[src/rtl/mdu_ctrl.sv]
// mdu_ctrl -- multiply/divide unit controller with HI/LO write-back.
//
// Accepts one request at a time while idle and produces a HI/LO write:
//   MTHI/MTLO  : written combinationally in the accept cycle (no state change)
//   MULT/MULTU : 32x32 product registered in MUL, written from DONE (T+2)
//   DIV/DIVU   : restoring radix-2 divide, 32 iterations in DIV, DONE at T+33
//   op 6/7     : accepted and dropped
// flush aborts any in-flight operation; reset aborts and blanks all outputs.
//
// Ports
//   clk, reset            : clock, synchronous active-high reset
//   req_valid, req_op[2:0]: request handshake and opcode
//   req_a, req_b [31:0]   : operands (a = dividend/multiplicand/MT source)
//   req_ready             : request accepted when req_valid & req_ready
//   flush                 : abort in-flight operation / block acceptance
//   busy                  : high whenever the FSM is not idle
//   hi_write, lo_write    : HI/LO write enables
//   hi_data, lo_data      : HI/LO write data (zero while enable low)
//   done                  : one-cycle completion pulse
module mdu_ctrl (
  input  logic        clk,
  input  logic        reset,
  input  logic        req_valid,
  input  logic [2:0]  req_op,
  input  logic [31:0] req_a,
  input  logic [31:0] req_b,
  output logic        req_ready,
  input  logic        flush,
  output logic        busy,
  output logic        hi_write,
  output logic        lo_write,
  output logic [31:0] hi_data,
  output logic [31:0] lo_data,
  output logic        done
);

  localparam logic [2:0] OP_MULT  = 3'd0;
  localparam logic [2:0] OP_MULTU = 3'd1;
  localparam logic [2:0] OP_DIV   = 3'd2;
  localparam logic [2:0] OP_DIVU  = 3'd3;
  localparam logic [2:0] OP_MTHI  = 3'd4;
  localparam logic [2:0] OP_MTLO  = 3'd5;

  typedef enum logic [1:0] {IDLE, MUL, DIV, DONE} state_t;

  state_t      state_reg, state_next;
  logic [2:0]  op_reg;
  logic [31:0] a_reg, b_reg;
  logic [31:0] dvsr_reg;     // divisor magnitude
  logic [4:0]  cnt_reg;
  // During a divide res_lo_reg doubles as the dividend/quotient shift
  // register and res_hi_reg as the partial remainder.
  logic [31:0] res_hi_reg, res_lo_reg;

  logic accept;
  assign accept = (state_reg == IDLE) && req_valid && !flush && !reset;

  // ---------------- acceptance-time operand magnitudes ----------------
  logic        in_div_signed;
  logic [31:0] in_a_mag, in_b_mag;
  assign in_div_signed = (req_op == OP_DIV);
  assign in_a_mag = (in_div_signed && req_a[31]) ? (32'd0 - req_a) : req_a;
  assign in_b_mag = (in_div_signed && req_b[31]) ? (32'd0 - req_b) : req_b;

  // ---------------- multiplier ----------------
  // Operands are extended to 64 bits so the low 64 bits of the product are
  // the exact signed or unsigned result.
  logic        mul_signed;
  logic [63:0] mul_a_ext, mul_b_ext, product;
  assign mul_signed = (op_reg == OP_MULT);
  assign mul_a_ext  = {(mul_signed ? {32{a_reg[31]}} : 32'd0), a_reg};
  assign mul_b_ext  = {(mul_signed ? {32{b_reg[31]}} : 32'd0), b_reg};
  assign product    = mul_a_ext * mul_b_ext;

  // ---------------- divider step ----------------
  logic [32:0] r_shift;
  logic        r_ge;
  logic [31:0] r_sub, r_next, q_next;
  assign r_shift = {res_hi_reg, res_lo_reg[31]};
  assign r_ge    = (r_shift >= {1'b0, dvsr_reg});
  assign r_sub   = r_shift[31:0] - dvsr_reg;   // exact whenever r_ge
  assign r_next  = r_ge ? r_sub : r_shift[31:0];
  assign q_next  = {res_lo_reg[30:0], r_ge};

  // Sign fix-up applied on the last iteration. Divide-by-zero is forced to
  // the fixed pattern rather than relying on the raw iteration result,
  // which would otherwise be sign-adjusted for negative signed dividends.
  logic        div_signed, q_neg, r_neg;
  logic [31:0] q_final, r_final;
  assign div_signed = (op_reg == OP_DIV);
  assign q_neg = div_signed && (a_reg[31] ^ b_reg[31]);
  assign r_neg = div_signed && a_reg[31];

  always_comb begin
    q_final = q_neg ? (32'd0 - q_next) : q_next;
    r_final = r_neg ? (32'd0 - r_next) : r_next;
    if (b_reg == 32'd0) begin
      q_final = 32'hFFFF_FFFF;
      r_final = a_reg;
    end
  end

  // ---------------- FSM state register ----------------
  always_ff @(posedge clk) begin
    if (reset) state_reg <= IDLE;
    else       state_reg <= state_next;
  end

  // ---------------- FSM next state / outputs ----------------
  always_comb begin
    state_next = state_reg;
    req_ready  = 1'b0;
    busy       = 1'b0;
    hi_write   = 1'b0;
    lo_write   = 1'b0;
    hi_data    = 32'd0;
    lo_data    = 32'd0;
    done       = 1'b0;

    case (state_reg)
      IDLE: begin
        req_ready = !flush;
        if (req_valid && !flush) begin
          case (req_op)
            OP_MULT, OP_MULTU: state_next = MUL;
            OP_DIV,  OP_DIVU:  state_next = DIV;
            OP_MTHI: begin
              hi_write = 1'b1;
              hi_data  = req_a;
              done     = 1'b1;
            end
            OP_MTLO: begin
              lo_write = 1'b1;
              lo_data  = req_a;
              done     = 1'b1;
            end
            default: ;   // reserved: accepted and dropped
          endcase
        end
      end
      MUL: begin
        busy       = 1'b1;
        state_next = flush ? IDLE : DONE;
      end
      DIV: begin
        busy = 1'b1;
        if (flush)                 state_next = IDLE;
        else if (cnt_reg == 5'd31) state_next = DONE;
      end
      DONE: begin
        busy       = 1'b1;
        state_next = IDLE;
        if (!flush) begin
          hi_write = 1'b1;
          lo_write = 1'b1;
          hi_data  = res_hi_reg;
          lo_data  = res_lo_reg;
          done     = 1'b1;
        end
      end
      default: state_next = IDLE;
    endcase

    // Reset overrides everything, including a concurrent request or flush.
    if (reset) begin
      state_next = IDLE;
      req_ready  = 1'b0;
      busy       = 1'b0;
      hi_write   = 1'b0;
      lo_write   = 1'b0;
      hi_data    = 32'd0;
      lo_data    = 32'd0;
      done       = 1'b0;
    end
  end

  // ---------------- datapath registers ----------------
  always_ff @(posedge clk) begin
    if (reset) begin
      op_reg     <= 3'd0;
      a_reg      <= 32'd0;
      b_reg      <= 32'd0;
      dvsr_reg   <= 32'd0;
      cnt_reg    <= 5'd0;
      res_hi_reg <= 32'd0;
      res_lo_reg <= 32'd0;
    end else if (accept) begin
      op_reg  <= req_op;
      a_reg   <= req_a;
      b_reg   <= req_b;
      cnt_reg <= 5'd0;
      if (req_op == OP_DIV || req_op == OP_DIVU) begin
        res_lo_reg <= in_a_mag;
        res_hi_reg <= 32'd0;
        dvsr_reg   <= in_b_mag;
      end
    end else if (state_reg == MUL && !flush) begin
      res_hi_reg <= product[63:32];
      res_lo_reg <= product[31:0];
    end else if (state_reg == DIV && !flush) begin
      cnt_reg <= cnt_reg + 5'd1;
      if (cnt_reg == 5'd31) begin
        res_lo_reg <= q_final;
        res_hi_reg <= r_final;
      end else begin
        res_lo_reg <= q_next;
        res_hi_reg <= r_next;
      end
    end
  end

endmodule

[config.mk]
export PLATFORM = sky130hd
export DESIGN_NAME = mdu_ctrl
export DESIGN_NICKNAME = d
export VERILOG_FILES = /design/src/rtl/mdu_ctrl.sv
export SDC_FILE = /design/constraint.sdc
export NUM_CORES = 2
export LEC_CHECK = 0
export CORE_UTILIZATION = 44
export DETAILED_ROUTE_END_ITERATION = 8
export SKIP_LAST_GASP = 1
export SLEW_MARGIN = 20
export SYNTH_ARGS = -nofsm -noshare
export SYNTH_HDL_FRONTEND = slang
export SYNTH_SLANG_ARGS = --single-unit
[constraint.sdc]
create_clock -name clk -period 15.36 [get_ports clk]
set_input_delay 2.304 -clock clk [delete_from_list [all_inputs] [get_ports clk]]
set_output_delay 2.304 -clock clk [all_outputs]
set_load 0.02 [all_outputs]
==> Yosys cells after proc, flatten, opt, wreduce, memory -nomap -nowiden <==
Cells that the tools add are included.
{ "word_totals": {"reg_bits": 170, "output_inout_bits": 69, "wordCells": 111} }
{ "op_classes": {"addsub": 6, "n_mul": 1, "magnitude_cmp": 1, "eq_ne": 14, "mux": 52, "bitwise": 2, "n_reduce_logical": 27} }
{ "ops": {"columns": ["op", "n"], "rows": [
  ["32-bit two-way mux", 27],
  ["32-bit case mux with 2 select lines", 2],
  ["1-bit by 32-bit subtractor with 32-bit output (first input constant)", 4],
  ["64-bit by 64-bit multiplier with 64-bit output", 1],
  ["33-bit by 32-bit greater-or-equal comparator with 1-bit output", 1],
  ["32-bit logical NOT", 1],
  ["32-bit subtractor", 1],
  ["1-bit two-way mux", 14],
  ["1-bit logical AND", 10],
  ["3-bit by 2-bit == test with 1-bit output (second input constant)", 3],
  ["2-bit two-way mux", 4],
  ["2-bit case mux with 4 select lines", 1],
  ["2-bit OR reduction", 4],
  ["3-bit == test (second input constant)", 2],
  ["3-bit logical NOT", 2],
  ["1-bit case mux with 2 select lines", 3],
  ["2-bit AND reduction", 3],
  ["5-bit by 1-bit adder with 5-bit output (second input constant)", 1],
  ["5-bit == test (second input constant)", 1],
  ["2-bit == test (second input constant)", 2],
  ["2-bit by 1-bit inequality test with 1-bit output (second input constant)", 2],
  ["2-bit case mux with 2 select lines", 1],
  ["3-bit by 1-bit == test with 1-bit output (second input constant)", 1],
  ["3-bit by 1-bit inequality test with 1-bit output (second input constant)", 1],
  ["10 further kinds", 11]
]} }

==> Depth between registers and ports, before layout <==
{ "logic_depth": {"ltp_word": 9, "ltp_mapped": 37, "depth_no_buf": 35} }

==> Worst setup path after synthesis <==
Ideal clock, no wire load.
{ "synth_path": {"path_kind": "register to register", "start": "reg op_reg[1]", "end": "reg res_hi_reg[30]", "setup_ns": 0.130, "arrival_ns": 9.434, "required_time_ns": 15.230, "setup_slack_ns": 5.797, "stages_incl_launch_ff": 32, "path_cell_list": "dfxtp_1 > nor3_1 > and2_0 > clkbuf_1 > clkbuf_1 > nand2_1 > fa_1 > inv_1 > fa_1 > fa_1 > inv_1 > fa_1 > inv_1 > fa_1 > fa_1 > fa_1 > fa_1 > fa_1 > inv_1 > fa_1 > inv_1 > ha_1 > clkbuf_1 > a21o_1 > a21o_1 > a21o_1 > a211oi_1 > nand2_1 > a221oi_1 > xnor2_1 > a222oi_1 > o21ai_1"} }
{ "synth_between": {"elab_chain_cells": 8} }
{ "synth_rtl": {"columns": ["item", "line_no", "text"], "rows": [
  ["from (decl)", "47", "logic [2:0] op_reg;"],
  ["from (signal assigned)", "188", "op_reg <= req_op;"],
  ["branches (longest 6 deep; another with 64-bit by 64-bit multiplier with 64-bit output)", null, null],
  ["32-bit two-way mux *", "197", "end else if (state_reg == MUL && !flush) begin"],
  ["32-bit two-way mux *", "187", "end else if (accept) begin"],
  ["to (signal assigned)", "198", "res_hi_reg <= product[63:32];"],
  ["to (signal assigned)", "204", "res_hi_reg <= r_final;"],
  ["to (signal assigned)", "207", "res_hi_reg <= r_next;"],
  ["to (decl)", "53", "logic [31:0] res_hi_reg, res_lo_reg;"]
]} }
Every way passes the cells marked *. The select of a mux whose other input is x is not followed.
A chain may end at the register's enable or synchronous reset.

==> Final worst setup path <==
{ "layout_path": {"start": "reg op_reg[1]", "end": "reg res_hi_reg[24]"} }
The elaborated chain is that of the path after synthesis.

==> flow_metrics.py <==
metrics = {
    "die": {
        "rows": 136,
        "start_util": 0.443,
        "core_mm2": 0.137,
        "die-area_mm2": 0.140,
        "pin_count": 140,
        "die_h_um": 374,
        "die_w_um": 374,
    },
    "power": {
        "p_seq_frac": 0.096,
        "power.density_mw_per_mm2": 109,
        "p_int_mw": 2.68,
        "peakVddDrop_uv": 385,
        "p_sw_frac": 0.619,
        "pwr-share-comb": 0.835,
        "p_switching_mw": 4.36,
        "leakage_nw": 32.2,
        "clkPwrFrac": 0.069,
    },
    "route": {
        "antenna_left": 0,
        "wl_per_cell_um": 25.4,
        "first_pass_iters": 6,
        "viasPerCell": 5.65,
        "wl_met1_mm": 88.3,
        "routed_wl_mm": 219,
        "drcViolationCount": 0,
        "wl_met2_mm": 105,
        "initialDrtViolationCount": 4173,
        "top_layer_used": "met5",
        "wl_met3_mm": 16.5,
        "vias": 48700,
    },
    "status": {
        "status": "finished clean",
    },
    "synthesis": {
        "avgSynthCellArea_um2": 8.76,
        "synth-seq-cells": 170,
        "synth_edf_count": 0,
        "ys.flop_type": "dfxtp_1",
        "seq_area_frac_synth": 0.0559,
        "postSynth.asyncResetShare": 0,
        "synth_nets": 8795,
        "syn_area_mm2": 0.0609,
        "synth_cell_types": 100,
        "syn_inst": 6953,
        "ys_warn_count": 0,
    },
    "sta": {
        "maxSlewHeadroom": 0.295,
        "fin_tns_setup_ns": 0,
        "layout_min_cycle_time_ns": 10.84,
        "finalSetupViolations": 0,
        "hold_viol_final": 0,
        "rsz0062_at_grt": "false",
        "fmax_ghz": 0.0922,
        "period_share": 0.706,
        "drv_slew": 0,
        "worstMarginPinSlew_ns": 1.06,
        "fin_worst_skew_ns": 0.0217,
    },
    "placement": {
        "post-dp-hpwl_mm": 175,
        "io_buffers": 139,
        "dp.cells": 8594,
        "gp_congestion": 0.993,
    },
    "finish": {
        "multi_input_area_mm2": 0.0501,
        "post_route_cells_drive_above_1_share": 0.0331,
        "num-fill-cells": 13400,
        "synthToLayoutAreaGrowth_pct": 5.94,
        "finalNonFillerCells": 8631,
        "layout.nets": 8661,
        "ff_latch_area_mm2": 0.00342,
    },
    "worst_setup_path": {
        "cp-startpoint": "op_reg[1]$_SDFFE_PP0P_",
        "r2r_start": "op_reg[1]$_SDFFE_PP0P_",
        "required_ns": 15.72,
        "path_max_fanout": 25,
        "cp-start-kind": "register",
        "cp_slowest_cell": "fa_1",
        "cpMostUsedCell": "fa_1",
        "critical-path-max-stage-delay_ns": 1.07,
        "critPathTopFamily": "adder cells",
        "endpoint_kind": "register",
        "crit_type": "reg2reg",
        "cp.arrival_ns": 11.20,
        "path_buf_inv": 9,
    },
    "clock_tree": {
        "cts_made_buffers": 17,
        "cts.sinks": 170,
        "cts_hold_buf": 0,
        "clk_pin_slew_ns": 0.09,
        "cts_tree": "done",
        "cts_htree_levels": 4,
        "cts_root_buf": "clkbuf_16",
        "post_cts_buffers": 0,
        "insertion_delay_ns": 0.49,
        "ctsResizeCount": 0,
        "clockBufferDepth": 2,
    },
    "worst_hold_path": {
        "hp-class": "reg2reg",
        "hold_path.startpoint": "dvsr_reg[0]$_SDFFE_PP0P_",
    },
    "grt": {
        "grt_start_max_net_pins": 88,
        "grt_overflow": 0,
        "grt_pass1_vias": 51300,
        "grt_antenna_before_repair": 11,
        "track_usage": 0.319,
        "grt_pass1_wl_mm": 333,
    },
    "run": {
        "cap_violations": 0,
    },
}
-- worst paths after layout --
path / endpoint / slack, ns / cells after the start
max: res_hi_reg[24]$_SDFFE_PP0P_ / 4.52 / 32
min: dvsr_reg[0]$_SDFFE_PP0P_ / 0.47 / 2
max reg2reg: res_hi_reg[24]$_SDFFE_PP0P_ / 4.52 / 32
min reg2reg: dvsr_reg[0]$_SDFFE_PP0P_ / 0.47 / 2
-- kinds of logic (layout without fill, tap and decap cells) --
group	after synthesis	after routing	synth area share
AO/OA/AOI/OAI	799	799	0.0883
other	0	5	0
multiplexers	20	20	0.00337
buffers and inverters	1971	1850	0.123
adder cells (fa/ha/maj)	1775	1775	0.540
XOR/XNOR	232	232	0.0334
AND/OR/NAND/NOR	1986	1986	0.157
flip-flops	170	170	0.0559
-- metrics by stage --
step	power (mW)	hold WS (ns)	worst slack, ns	util	cell area [um^2]
floorplan	4.69	0.436	5.80	-	60900
global route	7.51	0.492	4.02	0.470	64500
detailed placement	6.39	0.455	4.62	0.465	63900
global placement	6.36	0.446	4.84	0.465	63800
CTS	6.90	0.467	4.59	0.470	64500
finish	7.04	0.471	4.52	0.470	64500
-- power groups by stage --
stage	clock network (mW)	registers [mW]	logic, mW
CTS	0.485	0.670	5.74
global placement	0	0.682	5.67
finish	0.484	0.679	5.87
global route	0.502	0.680	6.33
floorplan	0	0.580	4.11
detailed placement	0	0.681	5.71
-- final cells by class --
class,instances,area share
Multi-Input combinational cell,4812,0.776
Timing Repair Buffer,249,0.0343
Sequential cell,170,0.0530
Tap cell,1794,0.0348
Clock inverter,15,0.00328
Antenna cell,5,0.000194
Clock buffer,17,0.00660
Inverter,1569,0.0915
-- cell usage in the layout (no fill, tap or decap), types with 85 or more instances in the layout --
cell type | synthesis | routed
a21oi_1 | 197 | 197
and2_1 | 411 | 410
buf_4 | 2 | 111
clkdlybuf4s50_1 | 0 | 138
dfxtp_1 | 170 | 157
fa_1 | 1420 | 1420
ha_1 | 351 | 350
inv_1 | 1567 | 1567
nand2_1 | 981 | 980
nor2_1 | 193 | 189
o21ai_0 | 157 | 157
xnor2_1 | 147 | 147
xor2_1 | 85 | 85
-- layer usage --
layer | GRT usage | vias up
li1 | - | 20800
met1 | 0.424 | 25500
met2 | 0.528 | 2055
met3 | 0.0469 | 423
met4 | 0.119 | 8
met5 | 0 | -
-- Yosys cell counts, types with 26 or more instances --
cell | instances | area (um^2)
nand2_1 | 981 | 3680
a31oi_1 | 30 | 188
nor4_1 | 33 | 206
a211oi_1 | 33 | 248
nor3_1 | 53 | 265
a22oi_1 | 26 | 195
and3_1 | 38 | 238
inv_1 | 1567 | 5880
a22o_1 | 70 | 613
o31ai_1 | 30 | 225
xor2_1 | 85 | 744
fa_1 | 1420 | 28400
nand3_1 | 50 | 250
a21oi_1 | 197 | 986
nor2_1 | 193 | 724
clkbuf_1 | 363 | 1360
or3_1 | 45 | 282
dfxtp_1 | 170 | 3400
a21o_1 | 52 | 390
ha_1 | 351 | 4390
nand3b_1 | 70 | 526
o21ai_0 | 157 | 786
xnor2_1 | 147 | 1290
and2_1 | 411 | 2570
-- worst reg2reg max path, delay by kind of cell, from the launching register on --
family                   cells  cell delay (ns)
AND/OR/NAND/NOR              6             0.90
XOR/XNOR                     1             0.16
buffers and inverters        9             1.34
AO/OA/AOI/OAI                5             1.57
adder cells (fa/ha/maj)     11             6.29
flip-flops                   1             0.43
Power figures use the tool's default switching activity.
